$ cat config.mk
export PLATFORM = sky130hd
export DESIGN_NAME = pc_fetch_unit
export DESIGN_NICKNAME = d
export VERILOG_FILES = /design/src/rtl/pc_fetch_unit.sv
export SDC_FILE = /design/constraint.sdc
export NUM_CORES = 1
export LEC_CHECK = 0
export BUFFER_PORTS_ARGS = -buffer_cell sky130_fd_sc_hd__buf_2
export CAP_MARGIN = 15
export CORE_ASPECT_RATIO = 0.75
export CORE_MARGIN = 1
export CORE_UTILIZATION = 50
export DETAILED_ROUTE_END_ITERATION = 8
export PLACE_DENSITY = 0.84
export SYNTH_ARGS = -nofsm -noshare
export SYNTH_HDL_FRONTEND = slang
export SYNTH_SLANG_ARGS = --single-unit
$ cat constraint.sdc
create_clock -name clk -period 2.5 [get_ports clk]
set_input_delay 0.5 -clock clk [delete_from_list [all_inputs] [get_ports clk]]
set_output_delay 0.5 -clock clk [all_outputs]
set_load 0.005 [all_outputs]
$ cat src/rtl/pc_fetch_unit.sv
// pc_fetch_unit: OTTER fetch stage - owns PC, single-outstanding imem handshake,
// one-entry instruction buffer, squashes wrong-path fetches on redirect.
module pc_fetch_unit #(
  parameter logic [31:0] RESET_VEC = 32'h0000_0000
) (
  input  logic        clk,
  input  logic        rst_n,
  input  logic [2:0]  pc_source,
  input  logic [31:0] jalr_tgt,
  input  logic [31:0] branch_tgt,
  input  logic [31:0] jal_tgt,
  input  logic [31:0] mtvec,
  input  logic [31:0] mepc,
  input  logic        imem_ack,
  input  logic [31:0] imem_rdata,
  input  logic        if_ready,
  output logic        imem_req,
  output logic [31:0] imem_addr,
  output logic        if_valid,
  output logic [31:0] if_instr,
  output logic [31:0] if_pc
);
  typedef enum logic [1:0] {BOOT, FETCH, FULL, DRAIN} state_t;
  state_t      state;
  logic [31:0] pc, redir_pc, tgt_raw, tgt;
  logic        redir;
  always_comb begin
    redir   = (pc_source >= 3'd1) && (pc_source <= 3'd5);
    tgt_raw = pc_source == 3'd1 ? jalr_tgt :
              pc_source == 3'd2 ? branch_tgt :
              pc_source == 3'd3 ? jal_tgt :
              pc_source == 3'd4 ? mtvec : mepc;
    tgt     = {tgt_raw[31:2], 2'b00};
  end
  // In FULL the next request is issued combinationally as decode drains the buffer
  assign imem_req  = (state == FETCH) || (state == DRAIN) ||
                     ((state == FULL) && if_ready && !redir);
  assign imem_addr = pc;
  assign if_valid  = state == FULL;
  always_ff @(posedge clk or negedge rst_n) begin
    if (!rst_n) begin
      state    <= BOOT;
      pc       <= RESET_VEC;
      redir_pc <= 32'h0;
      if_instr <= 32'h0000_0013;
      if_pc    <= 32'h0;
    end else begin
      case (state)
        BOOT: begin
          if (redir) pc <= tgt;
          state <= FETCH;
        end
        FETCH: begin
          if (imem_ack && !redir) begin
            if_instr <= imem_rdata;
            if_pc    <= pc;
            pc       <= pc + 32'd4;
            state    <= FULL;
          end else if (imem_ack) begin
            pc <= tgt;
          end else if (redir) begin
            redir_pc <= tgt;
            state    <= DRAIN;
          end
        end
        FULL: begin
          if (redir) begin
            pc    <= tgt;
            state <= FETCH;
          end else if (if_ready && imem_ack) begin
            if_instr <= imem_rdata;
            if_pc    <= pc;
            pc       <= pc + 32'd4;
          end else if (if_ready) begin
            state <= FETCH;
          end
        end
        DRAIN: begin
          if (imem_ack) begin
            pc    <= redir ? tgt : redir_pc;
            state <= FETCH;
          end else if (redir) begin
            redir_pc <= tgt;
          end
        end
        default: state <= BOOT;
      endcase
    end
  end
endmodule

# Yosys cells after proc, flatten, opt, wreduce, memory -nomap -nowiden

Cells that the tools add are included.

Mux-type cells: 31
$lt $le $gt $ge: 2
Equal/unequal tests: 19
Reduce and logical (&&, ||, !) cells: 15
$add $sub $neg: 1

Operators by type and width:

| operator                | count |
|---|---|
| $mux W32                | 19 |
| $pmux W32 S2            | 3 |
| $pmux W32 S4            | 1 |
| $add A32 B3 Y32 const B | 1 |
| $mux W2                 | 7 |
| $ne A3 B2 Y1 const B    | 4 |
| $ne A2 B2 Y1 const B    | 4 |
| $pmux W2 S4             | 1 |
| $reduce_and A4 Y1       | 2 |
| $eq A3 B2 Y1 const B    | 2 |
| $logic_and A1 B1 Y1     | 5 |
| $reduce_and A5 Y1       | 1 |
| $eq A2 B2 Y1 const B    | 2 |
| $ne A2 B1 Y1 const B    | 2 |
| $reduce_bool A2 Y1      | 2 |
| $eq A3 B1 Y1 const B    | 1 |
| $eq A3 B3 Y1 const B    | 1 |
| $ge A3 B1 Y1 const B    | 1 |
| $le A3 B3 Y1 const B    | 1 |
| $ne A3 B1 Y1 const B    | 1 |
| $ne A3 B3 Y1 const B    | 1 |
| $eq A2 B1 Y1 const B    | 1 |
| $logic_not A2 Y1        | 1 |
| $logic_or A1 B1 Y1      | 2 |
| other kinds (2)         | 2 |

Output and inout bits: 98
Word-level logic and storage cells: 73
Bits of input ports: 199
Register bits after elaboration: 130

# Depth between registers and ports, before layout

Depth in word-level cells: 9
Depth in mapped cells: 9

# Worst setup path before layout

No wires, ideal clock.

Path kind: in2out
Start point: input pc_source[1]
End point: output imem_req
Path buffers: 3
Required time: 2.000 ns
Path slack: 0.351 ns
Data arrival time: 1.649 ns
Stages: 6
Cells stage by stage: or3_1 > buf_4 > nand2_1 > buf_2 > buf_2 > a21o_1

Word-level cells in the longest chain between the ends: 5

RTL lines:

| element                                      | RTL line | source |
|---|---|---|
| from (decl)                                  | 8        | `input logic [2:0] pc_source,` |
| $ge A3 B1 Y1 or $le A3 B3 Y1 (tied branches) | 28       | `redir = (pc_source >= 3'd1) && (pc_source <= 3'd5);` |
| $logic_and A1 B1 Y1 *                        | 28       |  |
| $logic_not A1 Y1 *                           | 37       | `((state == FULL) && if_ready && !redir);` |
| $logic_and A1 B1 Y1 *                        | 37       |  |
| $logic_or A1 B1 Y1 *                         | 36       | `assign imem_req = (state == FETCH) \|\| (state == DRAIN) \|\|` |
| to (decl)                                    | 17       | `output logic imem_req,` |

Every way passes the cells marked *; elsewhere a longest branch is shown, timed or not.

# Worst setup path in the final report

Ends and elaborated chain as after synthesis.

==> key figures <==
Status
  – Run status: complete, no violations

Power
  – Switching share of power: 32.5%
  – Total power: 8.27 mW
  – PwrDens: 789 nW/um2
  – Int Pwr: 5.58 mW
  – Switch Pwr: 2.68 mW
  – Comb power frac: 30.9%
  – Sequential Power Share: 40.1%
  – Peak supply drop: 503 uV
  – P_leak: 4.99 nW
  – Power share of the clock group: 29.0%

Clocking
  – Setup bufs post-CTS: 0
  – CTS tree: done
  – CTS resizes: 0
  – Hold-fix buffers, CTS: 0
  – Sink Count: 130
  – Clock buffer depth: 2
  – H-tree levels: 4
  – CTS root buf: clkbuf_16
  – Register clock-pin slew on the reported worst setup and hold paths: 0.06 ns
  – Inserted Clock Buffers: 17
  – Clk_lat worst skew: 0.42 ns

Finish
  – Ant. Diodes: 0
  – Filler cells: 1208
  – # nets final: 1321
  – Area growth from synthesis to layout: 33.0%
  – Fraction of layout cells with a size suffix above 1: 44.4%
  – Finished Layout Cells: 1339
  – FF+latch area: 3260 um2
  – Area of the multi-input gates: 4290 um2

Global route
  – Initial antenna violation count: 0
  – First-pass GRT wire length: 39.8 mm
  – Remaining Overflow, GRT: 0
  – Largest net degree at the start of global routing: 62
  – Number of global-route vias before repair: 7680
  – Total track usage: 31.2%

Yosys
  – Ys async rst share: 100%
  – Synth area leader: dfrtp_1
  – Synth warn: 0
  – Sequential element share of the synthesized area: 41.4%
  – Post-Synthesis Cell Area: 7880 um2
  – FF+latch count, synth: 130
  – Post-synth EDFFs: 0
  – Synth area leaders: dfrtp_1, mux2_2, o21ai_0
  – Syn Nets: 1011
  – Avg Inst Size Synth: 9.71 um2
  – Post-synthesis cell count: 811
  – Most used DFF post-synth: dfrtp_1
  – Yosys top cell area share: 40.4%
  – Yosys cell types: 77

Critical path
  – R2R depth: 6
  – CP endpoint: imem_req
  – Worst setup SP type: primary input
  – Crit Path Max Fanout: 7
  – Critical path class: in2out
  – Reg-to-Reg Start: imem_addr[4]
  – Req. time, crit path: 2.00 ns
  – Reg-to-Reg End: imem_addr[25]
  – Arrival @ worst endpoint: 1.86 ns
  – CP startpoint: pc_source[1]
  – Reg2reg setup slack: 0.22 ns
  – Worst Setup End Kind: output port

STA
  – Fmax achieved: 423 MHz
  – Unrepaired setup endpoints after global routing: no
  – Finish-stage setup viols: 0
  – Max-slew headroom: 66.4%
  – Fin Setup TNS: 0 ns
  – Fin. Hold Viols: 0
  – Fin crit period: 2.36 ns
  – Slew @ Worst Pin: 0.499 ns
  – Tcrit/Tclk final: 94.6%
  – Final slew viol count: 0
  – Worst Skew: 0.0109 ns

Place
  – Number of buffers added on ports: 286
  – HPWL after DPL: 18.7 mm
  – Inst Count DP: 1307
  – Routability cong.: 0.914

Floorplanning
  – Row count: 39
  – Die X: 147 um
  – Total core area: 15300 um2
  – Die Ht: 111 um
  – Die ar.: 16300 um2
  – I/O pin cnt: 297
  – Initial Util: 51.4%

Detailed routing
  – DRC violation total after the first TritonRoute iteration: 617
  – ANT nets after route: 0
  – DR WL/cell: 18.5 um
  – Routed vias/inst: 5.89
  – Iteration count of the initial detailed-routing pass: 5
  – Routed via count: 7891
  – Remaining DRCs: 0
  – Final wirelength: 24.7 mm

Hold path
  – Hold crit path type: in2async

Run
  – Max-cap violations: 0
-- registers in the layout (all words and copies together), names as in the netlist --
| register | flops |
|---|---|
| if_pc | 32 |
| if_instr | 32 |
| imem_addr | 32 |
| state | 2 |
| redir_pc | 32 |
-- critical path, stage by stage --
cell	delay [ns]
buf_2	0.18
buf_4	0.16
and2_0	0.34
nor2_2	0.17
o21a_1	0.21
a21o_1	0.18
buf_2	0.12
-- cells by family after synthesis --
group	synth area share, %
DFF	41.4
buffers and inverters	4.34
adders and majority gates	0.159
and+or+nand+nor	15.0
xor gates and xnor gates	0.222
muxes	16.2
AOI/OAI and AO/OA	22.7
-- layout by cell type (no fill, tap or decap), types with 4 or more instances in the layout --
| cell type | Yosys | layout |
|---|---|---|
| a21boi_0 | 5 | 5 |
| buf_2 | 33 | 285 |
| a21oi_1 | 35 | 35 |
| and4_1 | 5 | 5 |
| a211oi_1 | 7 | 7 |
| nand3_1 | 18 | 18 |
| a22oi_1 | 13 | 13 |
| nand2_1 | 68 | 68 |
| buf_4 | 3 | 61 |
| dfrtp_1 | 127 | 127 |
| clkinv_2 | 0 | 4 |
| a221o_1 | 4 | 4 |
| clkbuf_16 | 0 | 17 |
| nor2b_1 | 6 | 6 |
| o22ai_1 | 7 | 7 |
| and3_1 | 5 | 5 |
| nand4_1 | 4 | 4 |
| mux2i_1 | 31 | 31 |
| o221ai_1 | 28 | 27 |
| nor2_1 | 64 | 64 |
| or3_1 | 4 | 4 |
| a221oi_1 | 4 | 4 |
| o21ai_0 | 71 | 71 |
| a21o_1 | 4 | 4 |
| o21ai_1 | 4 | 4 |
| o31ai_1 | 11 | 11 |
| inv_1 | 9 | 9 |
| nand2b_1 | 4 | 4 |
| nor3_1 | 13 | 13 |
| mux2_2 | 86 | 86 |
| o21a_1 | 18 | 18 |
| o211ai_1 | 16 | 16 |
| a31oi_1 | 5 | 5 |
| buf_12 | 0 | 8 |
| and2_1 | 7 | 7 |
-- metal layers --
layer	share of wire (%)	global-route usage [%]	up-vias
met1	41	40.9	3779
met5	0	0	-
met4	2.3	9.76	0
met2	48	50.4	403
li1	-	-	3656
met3	8.7	8.07	53
-- cell type report --
| cell class | count | area share, % |
|---|---|---|
| multi-input cells | 608 | 41.0 |
| inverters | 9 | 0.323 |
| clock buffers | 20 | 4.46 |
| clock inverters | 12 | 1.03 |
| repair buffers | 355 | 19.6 |
| well taps | 205 | 2.45 |
| flip-flops and latches | 130 | 31.1 |
-- cell usage after synthesis, drive strengths merged (5+ instances only) --
cell and count:
a211oi 7, a21boi 6, a21oi 36, a22oi 15, a31oi 5, and2 8
and3 5, and4 6, buf 39, clkbuf 25, dfrtp 127, inv 9
mux2 86, mux2i 31, nand2 69, nand3 18, nand4 6, nor2 67
nor2b 6, nor3 15, o211ai 17, o21a 18, o21ai 75, o221ai 28
o22ai 8, o31ai 11, or3 5
-- power groups by stage --
stage | sequential, mW | clock [mW] | combinational [mW]
floorplan | 3.29 | 0 | 1.27
global placement | 3.29 | 0 | 2.46
detailed placement | 3.34 | 0 | 2.55
CTS | 3.31 | 2.43 | 2.56
global route | 3.41 | 2.52 | 2.79
finish | 3.32 | 2.40 | 2.55
-- how the worst min path moves through the flow --
| stage | slack (ns) | startpoint | endpoint | cells after the start |
|---|---|---|---|---|
| floorplan | 0.20 | rst_n | if_instr[10] | 0 |
| global placement | 0.45 | rst_n | if_pc[13] | 1 |
| detailed placement | 0.45 | rst_n | if_instr[11] | 1 |
| CTS | 0.01 | rst_n | if_instr[11] | 1 |
| global route | 0.02 | rst_n | if_instr[11] | 1 |
| finish | 0.006 | rst_n | if_instr[13] | 1 |
-- per-stage QoR --
stage               util [%]  hold slack, ns  setup WS (ns)  area [um2]
floorplan                  -           0.204          0.351        7880
global placement        64.6           0.455          0.170        9900
detailed placement      64.6           0.455          0.117        9900
CTS                     68.3          0.0116          0.151       10500
global route            68.3          0.0169         0.0824       10500
finish                  68.3         0.00567          0.136       10500
(Power assumes the default switching activity.)
